`src/rtl/cmp_sched.sv`:
```
// Round-robin scheduler sharing one branch/compare unit between branch and SLT requesters.
// Optional event counters are enabled by defining CMP_SCHED_STATS_EN.
module cmp_sched #(
  parameter int unsigned WIDTH      = 32,
  parameter int unsigned RESET_PRIO = 0
) (
  input  logic             clk,
  input  logic             rst,
  input  logic             br_req,
  input  logic [2:0]       br_funct3,
  input  logic [WIDTH-1:0] br_a,
  input  logic [WIDTH-1:0] br_b,
  output logic             br_gnt,
  output logic             br_resp_valid,
  input  logic             br_resp_ready,
  output logic             br_taken,
  output logic             br_err,
  input  logic             slt_req,
  input  logic             slt_unsigned,
  input  logic [WIDTH-1:0] slt_a,
  input  logic [WIDTH-1:0] slt_b,
  output logic             slt_gnt,
  output logic             slt_resp_valid,
  input  logic             slt_resp_ready,
  output logic             slt_result,
  output logic [2:0]       cmpop,
  output logic [WIDTH-1:0] cmp_rs1,
  output logic [WIDTH-1:0] cmp_rhs,
  input  logic             br_en
`ifdef CMP_SCHED_STATS_EN
  ,
  output logic [31:0]      stat_br_cnt,
  output logic [31:0]      stat_slt_cnt,
  output logic [31:0]      stat_conflict_cnt
`endif
);

  typedef enum logic [1:0] {StIdle, StIssue, StResp} state_e;

  state_e           state_q, state_d;
  logic             prio_q, prio_d;    // 0: branch wins a tie, 1: slt wins a tie
  logic             owner_q, owner_d;  // 0: branch, 1: slt
  logic [2:0]       op_q, op_d;
  logic [WIDTH-1:0] rs1_q, rs1_d;
  logic [WIDTH-1:0] rhs_q, rhs_d;
  logic             err_q, err_d;
  logic             res_q, res_d;
  logic             br_win, slt_win;

  always_comb begin
    state_d = state_q;
    prio_d  = prio_q;
    owner_d = owner_q;
    op_d    = op_q;
    rs1_d   = rs1_q;
    rhs_d   = rhs_q;
    err_d   = err_q;
    res_d   = res_q;
    br_win  = 1'b0;
    slt_win = 1'b0;
    case (state_q)
      StIdle: begin
        br_win  = br_req & (~slt_req | ~prio_q);
        slt_win = slt_req & (~br_req | prio_q);
        if (br_win) begin
          owner_d = 1'b0;
          op_d    = br_funct3;
          rs1_d   = br_a;
          rhs_d   = br_b;
          err_d   = (br_funct3[2:1] == 2'b01);
          prio_d  = 1'b1;
          state_d = StIssue;
        end else if (slt_win) begin
          owner_d = 1'b1;
          op_d    = {1'b1, slt_unsigned, 1'b0};
          rs1_d   = slt_a;
          rhs_d   = slt_b;
          err_d   = 1'b0;
          prio_d  = 1'b0;
          state_d = StIssue;
        end
      end
      StIssue: begin
        // Illegal funct3 still occupies the comparator slot but never reports taken.
        res_d   = br_en & ~err_q;
        state_d = StResp;
      end
      StResp: begin
        if (owner_q ? slt_resp_ready : br_resp_ready) begin
          state_d = StIdle;
        end
      end
      default: state_d = StIdle;
    endcase
  end

  always_ff @(posedge clk) begin
    if (rst) begin
      state_q <= StIdle;
      prio_q  <= (RESET_PRIO != 0);
      owner_q <= 1'b0;
      op_q    <= 3'b000;
      rs1_q   <= '0;
      rhs_q   <= '0;
      err_q   <= 1'b0;
      res_q   <= 1'b0;
    end else begin
      state_q <= state_d;
      prio_q  <= prio_d;
      owner_q <= owner_d;
      op_q    <= op_d;
      rs1_q   <= rs1_d;
      rhs_q   <= rhs_d;
      err_q   <= err_d;
      res_q   <= res_d;
    end
  end

  assign br_gnt         = br_win;
  assign slt_gnt        = slt_win;
  assign br_resp_valid  = (state_q == StResp) & ~owner_q;
  assign slt_resp_valid = (state_q == StResp) & owner_q;
  assign br_taken       = br_resp_valid & res_q;
  assign br_err         = br_resp_valid & err_q;
  assign slt_result     = slt_resp_valid & res_q;
  assign cmpop          = op_q;
  assign cmp_rs1        = rs1_q;
  assign cmp_rhs        = rhs_q;

`ifdef CMP_SCHED_STATS_EN
  logic [31:0] br_cnt_q, slt_cnt_q, conflict_cnt_q;

  always_ff @(posedge clk) begin
    if (rst) begin
      br_cnt_q       <= '0;
      slt_cnt_q      <= '0;
      conflict_cnt_q <= '0;
    end else begin
      if (br_win)  br_cnt_q  <= br_cnt_q + 32'd1;
      if (slt_win) slt_cnt_q <= slt_cnt_q + 32'd1;
      if ((state_q == StIdle) && br_req && slt_req) begin
        conflict_cnt_q <= conflict_cnt_q + 32'd1;
      end
    end
  end

  assign stat_br_cnt       = br_cnt_q;
  assign stat_slt_cnt      = slt_cnt_q;
  assign stat_conflict_cnt = conflict_cnt_q;
`endif

endmodule

```
`config.mk`:
```
export PLATFORM = sky130hd
export DESIGN_NAME = cmp_sched
export DESIGN_NICKNAME = d
export VERILOG_FILES = /design/src/rtl/cmp_sched.sv
export SDC_FILE = /design/constraint.sdc
export NUM_CORES = 1
export LEC_CHECK = 0
export ABC_AREA = 1
export BUFFER_PORTS_ARGS = -buffer_cell sky130_fd_sc_hd__buf_2
export CAP_MARGIN = 20
export CORE_ASPECT_RATIO = 0.5
export CORE_UTILIZATION = 45
export CTS_CLUSTER_DIAMETER = 60
export DETAILED_ROUTE_END_ITERATION = 12
export PLACE_DENSITY = 0.88
export SYNTH_ARGS = -nofsm -noshare
export SYNTH_HDL_FRONTEND = slang
export SYNTH_SLANG_ARGS = --single-unit
```
`constraint.sdc`:
```
create_clock -name clk -period 1.7 [get_ports clk]
set_clock_uncertainty 0.2 [all_clocks]
set_input_delay 0.085 -clock clk [delete_from_list [all_inputs] [get_ports clk]]
set_output_delay 0.085 -clock clk [all_outputs]
set_load 0.01 [all_outputs]
```
==> results of run 1 <==
## final cells by class
cell class	count	area, um2
Clock buffer	13	240
Inverter	77	289
Multi-Input combinational cell	495	1980
Sequential cell	73	1460
Timing Repair Buffer	359	2560
Tap cell	112	140
Clock inverter	1	5.00
Fill cell	499	1580
## metrics by stage
step	power [W]	area, um2	utilization [%]
after floorplan	0.00298	3970	-
after global placement	0.00343	5050	61.1
after detailed placement	0.00347	5050	61.1
after CTS	0.00533	6660	80.7
after global routing	0.00575	6680	80.8
final	0.00545	6680	80.8
## Yosys cell counts, drive strengths merged
library cell and n:
dfxtp 73, nor2 142, inv 77, nand3 67
nor3 1, clkbuf 9, a21oi 7, o21ai 2
buf 35, nand2 276
## sequential cells by signal, summed over array words and instances (netlist names)
register and cells:
cmp_rhs 32, cmp_rs1 32, cmpop 3, err_q 1, owner_q 1, prio_q 1, res_q 1, state_q 2
## worst max-delay path by stage
stage               start         end  slack, ns  depth (start not counted)
3_5_place_dp       prio_q  cmp_rs1[1]       0.19                          7
6_report       state_q[1]  state_q[1]       0.09                          5
3_3_place_gp       prio_q  cmp_rhs[2]       0.28                          7
4_1_cts        state_q[1]  state_q[1]       0.09                          5
2_1_floorplan  state_q[0]  cmp_rhs[0]       0.31                          6
5_1_grt        state_q[1]  state_q[1]       0.03                          5
## critical path, cell delays in order (launching register included)
cell           delay, ns
dfxtp_1             0.32
inv_1               0.07
nor2_1              0.16
nand3_1             0.08
dlygate4sd3_1       0.56
a21oi_1             0.13
## repair_timing
action,CTS,global route
resized for setup,0,3
endpoints found under the hold margin,73,0
buffers inserted,0,0
hold buffers,137,0
endpoints found under the setup margin,0,19
## power by group
| group | internal (W) | switching [W] |
|---|---|---|
| Combinational | 0.000791 | 0.000997 |
| Clock | 0.000970 | 0.000653 |
| Sequential | 0.00193 | 0.000113 |
| Total | 0.00369 | 0.00176 |
## cell usage in the layout (no fill, tap or decap)
cell type	instances
nor2_2	1
dlygate4sd3_1	137
nor2_1	141
buf_4	5
buf_12	4
nand2_2	1
clkinv_2	1
o21ai_0	1
nor3_1	1
buf_6	1
nand2_1	274
a21oi_1	7
clkbuf_1	4
o21ai_4	1
dfxtp_1	73
buf_2	212
inv_1	76
clkbuf_16	9
inv_2	1
nand2_4	1
nand3_1	67
## kinds of logic after synthesis
kind of cell	after synthesis	synth area share (%)
AND/OR/NAND/NOR	486	48.2
buffers and inverters	121	13.6
flip-flops	73	36.8
AO/OA/AOI/OAI	9	1.42
## metal layers
layer	track usage, %	wire [um]
met5	0	0
met4	33.7	1420
met3	8.52	1230
met2	64.7	8140
met1	34.7	5900
==> impl_metrics.csv, run 1 <==
group,metric,value,unit
synth,synth_area_leader_cell,"dfxtp_1",
worst_setup_path,worstSetupPathType,"reg2reg",
cts,clk_pin_slew,0.05,ns
timing,setup_slack,0.0930,ns
placement,post-place-ws,0.189,ns
global_route,grt_start_max_net_pins,72,
cts,clock_sinks,73,
worst_setup_path,r2r_end,"state_q[1]",
synth,ys_seq_elements,73,
power_and_ir_drop,power_density,817,mW/mm2
timing,setup_tns,0,ns
power_and_ir_drop,leakage,3.74,nW
die,core,0.00826,mm2
placement,gp_congestion,0.783,
die,die_area,0.00922,mm2
worst_setup_path,crit_arrival,1.66,ns
die,die_y,68.4,um
cts,clockBufferDepth,2,
min_path,hold_end,"cmp_rs1[11]",
timing,max-slew-margin-rel,72.3,%
global_route,grt-ovfl-total,0,
placement,hpwl,7490,um
finish,drive_above_1_share,23.3,%
timing,grt_setup_unrepaired,"no",
worst_setup_path,end_kind,"register",
global_route,antenna_found_initial,0,
worst_setup_path,r2r_cells,5,
timing,setup_viol,0,
synth,synthesis.area,0.00397,mm2
finish,n_antenna_cell,0,
placement,port_buffers,212,
finish,final_nets,1154,
timing,hold_viol_final,0,
timing,worst_pin_slew,0.415,ns
die,io_pins,213,
worst_setup_path,cp_data_required_time,1.75,ns
global_route,grt_pass1_vias,5488,
synth,seq_area_frac_synth,36.8,%
timing,layout_min_cycle_time,1.61,ns
synth,synth_cell_types,15,
worst_setup_path,crit_fanout,4,
worst_setup_path,r2r_start,"state_q[1]",
timing,fmax,0.622,GHz
run,cap_violations,0,
drt,drc_errors,0,
drt,first_pass_iters,7,
timing,min_period_over_period,94.5,%
die,rows,23,
drt,vias,5710,
cts,cts_tree,"done",
worst_setup_path,r2r_setup_slack,0.09,ns
power_and_ir_drop,ir_worst_vdd,0.684,mV
finish,area_growth,68.1,%
cts,cts_root_buf,"clkbuf_16",
drt,vias_per_cell,5.05,
min_path,hold_start,"br_req",
cts,clk_latency,0.32,ns
min_path,min_path_cells,5,
drt,drt_iter0_markers,465,
timing,holdWs,0.0915,ns
drt,wirelength,16700,um
synth,synth-warning-count,0,
timing,slew_viol_final,0,
global_route,grt_pass1_wl,25000,um
synth,syn_inst,689,
die,die_x,135,um
synth,postSynthAreaPerCell,5.76,um2
global_route,grt_use_total,35.4,%
placement,placed_cells,979,
synth,synthTopCellsByArea,"dfxtp_1, nand2_1, nor2_1, nand3_1, inv_1",
run_status,status,"finished clean",
drt,drtAntennaViolNets,0,
finish,instances_no_fill,1130,
min_path,hold_class,"in2reg",
synth,synth_nets,828,
cts,cts_made_buffers,9,
die,start_util,48.1,%
synth,synth_top_area_share,36.8,%
worst_setup_path,start_kind,"register",
cts,htree_levels,3,
drt,wl_per_cell,14.8,um
No activity file was read; power rests on OpenSTA's default activity.
==> run 2, diff against run 1 <==
--- a/config.mk
+++ b/config.mk
@@ -6,13 +6,13 @@
 export NUM_CORES = 1
 export LEC_CHECK = 0
 export ABC_AREA = 1
-export BUFFER_PORTS_ARGS = -buffer_cell sky130_fd_sc_hd__buf_2
 export CAP_MARGIN = 20
 export CORE_ASPECT_RATIO = 0.5
 export CORE_UTILIZATION = 45
 export CTS_CLUSTER_DIAMETER = 60
 export DETAILED_ROUTE_END_ITERATION = 12
-export PLACE_DENSITY = 0.88
+export DONT_BUFFER_PORTS = 1
+export PLACE_DENSITY = 0.68
 export SYNTH_ARGS = -nofsm -noshare
 export SYNTH_HDL_FRONTEND = slang
 export SYNTH_SLANG_ARGS = --single-unit
==> run 2 against run 1 <==
The run now ends with negative hold slack, negative setup slack left. Total power fell by 2.5%. Register-to-register slack got worse by 0.11 ns. Clock power rose by 20%. Final area fell by 15%. Sequential power rose by 7%. Non-clock buffer count fell by 215. Hold slack got worse by 0.28 ns. Fmax fell by 6.5%. Die area did not move. Flip-flop and latch count did not move. Critical path type unchanged. Highest routed layer unchanged.
==> impl_metrics.csv, run 2 (synthesis gave the netlist of run 1 again) <==
group,metric,value,unit
global_route,grt_pass1_vias,4052,
cts,cts_made_buffers,9,
die,io_pins,213,
finish,n_antenna_cell,0,
min_path,hold_class,"in2reg",
placement,gp_congestion,0.735,
global_route,grt_pass1_wl,18200,um
timing,hold_viol_final,65,
cts,clock_sinks,73,
global_route,grt_start_max_net_pins,98,
cts,cts_root_buf,"clkbuf_16",
die,rows,23,
finish,drive_above_1_share,3.73,%
worst_setup_path,crit_arrival,1.78,ns
die,start_util,48.1,%
drt,wl_per_cell,13.3,um
finish,final_common_cell,"nand2_1",
power_and_ir_drop,switching_share,29.9,%
worst_setup_path,crit_fanout,5,
worst_setup_path,start_kind,"register",
power_and_ir_drop,power.total,0.00531,W
timing,slew_viol_final,0,
power_and_ir_drop,seqPwrFrac,41.0,%
timing,setup_slack,-0.0188,ns
finish,final_nets,939,
timing,fmax,0.582,GHz
global_route,grt_use_total,25.5,%
cts,htree_levels,3,
drt,first_pass_iters,4,
cts,clk_latency,0.33,ns
global_route,antenna_found_initial,0,
power_and_ir_drop,leakage,2.84,nW
timing,setup_tns,-0.0188,ns
timing,holdWs,-0.193,ns
finish,layout.area.seq,0.00146,mm2
die,die_x,135,um
die,die_y,68.4,um
drt,drtAntennaViolNets,0,
power_and_ir_drop,p_comb_share,22.4,%
finish,fillCellCount,704,
timing,worst_pin_slew,0.395,ns
cts,post_cts.repair.setup_buffers,0,
run_status,violations,"negative hold slack, negative setup slack",
drt,drt_iter0_markers,265,
power_and_ir_drop,p_int,0.00373,W
finish,mostFrequentLayoutCells,"nand2_1, nor2_1, dlygate4sd3_1",
finish,finish.instance_area,0.00565,mm2
drt,vias_per_cell,4.84,
drt,wirelength,12200,um
die,die_area,0.00922,mm2
timing,grt_setup_unrepaired,"yes",
global_route,grt-ovfl-total,0,
placement,hpwl,6470,um
power_and_ir_drop,power_density,941,mW/mm2
timing,max-slew-margin-rel,73.6,%
placement,place_area,0.00398,mm2
worst_setup_path,worstSetupPathType,"reg2reg",
drt,vias,4442,
worst_setup_path,end_kind,"register",
finish,multiInputGateArea,0.00197,mm2
placement,port_buffers,0,
worst_setup_path,cp_data_required_time,1.76,ns
timing,setup_viol,1,
timing,layout_min_cycle_time,1.72,ns
run_status,status,"complete, but fails checks",
cts,cts_tree,"done",
power_and_ir_drop,p_sw,0.00159,W
run,cap_violations,0,
die,core,0.00826,mm2
placement,post-place-ws,0.214,ns
drt,drc_errors,0,
cts,clockBufferDepth,2,
finish,area_growth,42.3,%
cts,clk_pin_slew,0.06,ns
power_and_ir_drop,ir_worst_vdd,0.570,mV
timing,min_period_over_period,101,%
power_and_ir_drop,p_clk_share,36.7,%
run 2: changes by cell type in the layout (fill, tap and decap cells not counted), moves of 2 or more:
cell / delta
dlygate4sd3_1: -2
clkbuf_8: +3
clkbuf_1: -4
buf_2: -212
clkinvlp_4: +2
run 2: metal layers:
layer / vias up / GRT usage, % / wire [um]
met2: 200 / 46.5 / 5880
met5: - / 0 / 0
met1: 1935 / 25.7 / 4860
met3: 51 / 8.81 / 930
met4: 0 / 16.9 / 497
li1: 2256 / - / -
run 2: power groups by stage:
stage	Sequential (W)	Combinational [W]	Clock [W]
global route	0.00220	0.00136	0.00209
floorplan	0.00216	0.000820	0
finish	0.00218	0.00119	0.00195
global placement	0.00221	0.000882	0
CTS	0.00218	0.00116	0.00200
detailed placement	0.00222	0.000899	0
run 2: final cells by class:
class,instances,share of cell area [%]
Clock inverter,4,0.886
Sequential cell,73,25.9
Clock buffer,12,4.72
Timing Repair Buffer,144,26.0
Inverter,77,5.12
Multi-Input combinational cell,495,34.9
Tap cell,112,2.48
run 2: timing repair:
item	CTS	global route
setup endpoints to repair	1	3
hold buffers	133	2
endpoints found under the hold margin	73	65
gates resized for setup	1	0
run 2: path summary, 6_finish.rpt:
check	startpoint	endpoint	slack, ns	cells past startpoint
max	state_q[0]	owner_q	-0.02	4
min	br_req	cmp_rs1[9]	-0.19	4
max reg2reg	state_q[0]	owner_q	-0.02	4
min reg2reg	prio_q	prio_q	0.30	2
run 2: worst max-delay path, cell delays in order (launching register included):
cell	delay, ns
dfxtp_1	0.34
nor2_1	0.22
nand3_1	0.16
dlygate4sd3_1	0.59
a21oi_1	0.14
run 2: stage by stage:
step                      cells  util, %
after floorplan             689        -
after global placement      766     48.2
after detailed placement    766     48.2
after CTS                   915     68.2
after global routing        917     68.4
final                       917     68.4
==> run 3, diff against run 2 <==
--- a/config.mk
+++ b/config.mk
@@ -7,12 +7,12 @@
 export LEC_CHECK = 0
 export ABC_AREA = 1
 export CAP_MARGIN = 20
-export CORE_ASPECT_RATIO = 0.5
+export CORE_ASPECT_RATIO = 1.2
 export CORE_UTILIZATION = 45
 export CTS_CLUSTER_DIAMETER = 60
 export DETAILED_ROUTE_END_ITERATION = 12
 export DONT_BUFFER_PORTS = 1
-export PLACE_DENSITY = 0.68
+export PLACE_DENSITY = 0.7
 export SYNTH_ARGS = -nofsm -noshare
 export SYNTH_HDL_FRONTEND = slang
 export SYNTH_SLANG_ARGS = --single-unit
==> constraint.sdc (replaced) <==
create_clock -name clk -period 1.4 [get_ports clk]
set_clock_uncertainty 0.2 [all_clocks]
set_input_delay 0.07 -clock clk [delete_from_list [all_inputs] [get_ports clk]]
set_output_delay 0.07 -clock clk [all_outputs]
set_load 0.01 [all_outputs]
==> run 3 against run 2 <==
The flow still finishes with violations (negative hold slack, negative setup slack). Critical path depth stayed put. Final area is 2.3% higher. Register-to-register slack better by 0.02 ns. First-iteration DRC count is 20% higher. Utilization is 0.95 points lower. Non-clock buffer count is 9 higher. Critical path type is now reg2out. Largest cell class unchanged.
==> impl_metrics.csv, run 3 (synthesis gave the netlist of run 1 again) <==
group,metric,value,unit
run_status,status,"complete, but fails checks",
run_status,violations,"negative hold slack, negative setup slack",
drt,route.met2.wl,6530,um
die,die_x,87.7,um
global_route,grt-ovfl-total,0,
timing,setup_tns,-0.134,ns
drt,vias_per_cell,5.08,
cts,cts_made_buffers,9,
power_and_ir_drop,ir_worst_vdd,0.689,mV
worst_setup_path,crit_fanout,3,
cts,cts_tree,"done",
global_route,antenna_found_initial,0,
timing,grt_setup_unrepaired,"yes",
worst_setup_path,path_cells,"buf_6 > nor2_4 > nand2_4 > nor2_4",
drt,drtAntennaViolNets,0,
power_and_ir_drop,p_clk_share,26.0,%
cts,clock_sinks,73,
finish,area_growth,45.5,%
timing,slew_viol_final,0,
die,start_util,46.4,%
power_and_ir_drop,p_int,0.00381,W
worst_setup_path,r2r_cells,5,
timing,worst_pin_slew,0.371,ns
timing,holdWs,-0.218,ns
placement,port_buffers,0,
placement,hpwl,6480,um
die,rows,37,
drt,wl_met3,1340,um
worst_setup_path,crit_path_top_delay_cell,"dfxtp_2",
timing,layout_min_cycle_time,1.44,ns
cts,clockBufferDepth,2,
worst_setup_path,crit_arrival,1.17,ns
placement,gp_congestion,0.769,
cts,clk_pin_slew,0.07,ns
finish,n_antenna_cell,0,
power_and_ir_drop,seqPwrFrac,46.1,%
drt,wl_per_cell,14.5,um
worst_setup_path,slowest_delay,0.33,ns
drt,met1Wirelength,4800,um
timing,fmax,0.693,GHz
min_path,min_path_cells,4,
drt,vias,4733,
worst_setup_path,cp_data_required_time,1.13,ns
die,io_pins,213,
timing,max-slew-margin-rel,75.2,%
run,cap_violations,0,
timing,setup_slack,-0.0424,ns
worst_setup_path,start_kind,"register",
power_and_ir_drop,p_comb_share,27.8,%
timing,setup_viol,5,
finish,final_common_cell,"nand2_1",
worst_setup_path,r2r_end,"cmpop[0]",
power_and_ir_drop,p_sw,0.00193,W
drt,dr.max_layer_used,"met4",
global_route,grt_pass1_vias,4473,
cts,htree_levels,3,
die,core,0.00856,mm2
placement,placed_cells,773,
worst_setup_path,r2r_setup_slack,0,ns
worst_setup_path,r2r_start,"state_q[1]",
timing,hold_viol_final,69,
drt,drt_iter0_markers,318,
global_route,grt_start_max_net_pins,70,
drt,first_pass_iters,5,
finish,final_nets,948,
timing,min_period_over_period,103,%
worst_setup_path,end_kind,"primary output",
drt,wirelength,13500,um
power_and_ir_drop,switching_share,33.6,%
min_path,hold_start,"br_req",
die,die_y,105,um
die,die_area,0.00920,mm2
global_route,grt_use_total,27.8,%
min_path,hold_end,"cmp_rhs[28]",
power_and_ir_drop,leakage,2.89,nW
worst_setup_path,worstSetupPathType,"reg2out",
cts,cts_root_buf,"clkbuf_8",
cts,clk_latency,0.34,ns
global_route,grt_pass1_wl,20100,um
finish,mostFrequentLayoutCells,"nand2_1, dlygate4sd3_1, nor2_1",
finish,fillCellCount,641,
finish,drive_above_1_share,7.13,%
worst_setup_path,crit_top_cell,"nor2_4",
finish,instances_no_fill,931,
power_and_ir_drop,power_density,993,mW/mm2
min_path,hold_class,"in2reg",
drt,drc_errors,0,
run 3: power groups by stage:
stage	Combinational [W]	Sequential [W]	Clock (W)
detailed placement	0.00114	0.00268	0
finish	0.00160	0.00265	0.00149
global route	0.00179	0.00268	0.00163
floorplan	0.000996	0.00262	0
CTS	0.00150	0.00264	0.00154
global placement	0.00110	0.00268	0
run 3: worst max-delay path: cells and delay by family (launching register included):
family / cells / cell delay [ns]
flip-flops: 1 / 0.33
AND/OR/NAND/NOR: 3 / 0.38
buffers and inverters: 1 / 0.12
run 3: worst max path at each step:
stage,slack [ns],end,from
CTS,-0.06,slt_gnt,state_q[1]
finish,-0.04,br_err,state_q[0]
global placement,0.03,cmp_rs1[4],prio_q
floorplan,0.007,cmp_rhs[0],state_q[0]
detailed placement,-0.005,cmp_rs1[6],prio_q
global route,-0.09,slt_result,state_q[0]
run 3: repair_timing:
item,4_1_cts,5_1_grt
hold endpoints to repair,73,71
hold buffers,136,1
cloned,0,1
buffers inserted,3,1
endpoints found under the setup margin,11,76
gates resized for setup,22,16
pin swaps,4,3
run 3: cell type report:
cell class	instances	area, um2	share of cell area, %
inverter	77	289	5.00
multi-input combinational	495	2080	36.0
clock buffer	13	159	2.75
timing repair buffer	153	1620	28.0
clock inverter	3	15.0	0.260
tap	117	146	2.53
sequential	73	1470	25.4
run 3: metal layers:
layer | GRT usage [%] | vias up
met4 | 21.1 | 0
met3 | 8.85 | 85
met1 | 27.3 | 2080
met2 | 47.3 | 289
met5 | 0 | -
li1 | - | 2279
run 3: through the flow:
step                power, W  cell area, um2  utilization [%]  hold slack (ns)  worst slack [ns]
detailed placement   0.00383            4050             47.3          -0.0569          -0.00460
global placement     0.00378            4050             47.3          -0.0594            0.0290
CTS                  0.00568            5680             66.3           -0.246           -0.0564
finish               0.00573            5780             67.5           -0.218           -0.0424
floorplan            0.00362            3970                -          0.00491           0.00695
global route         0.00610            5780             67.5           -0.212           -0.0907
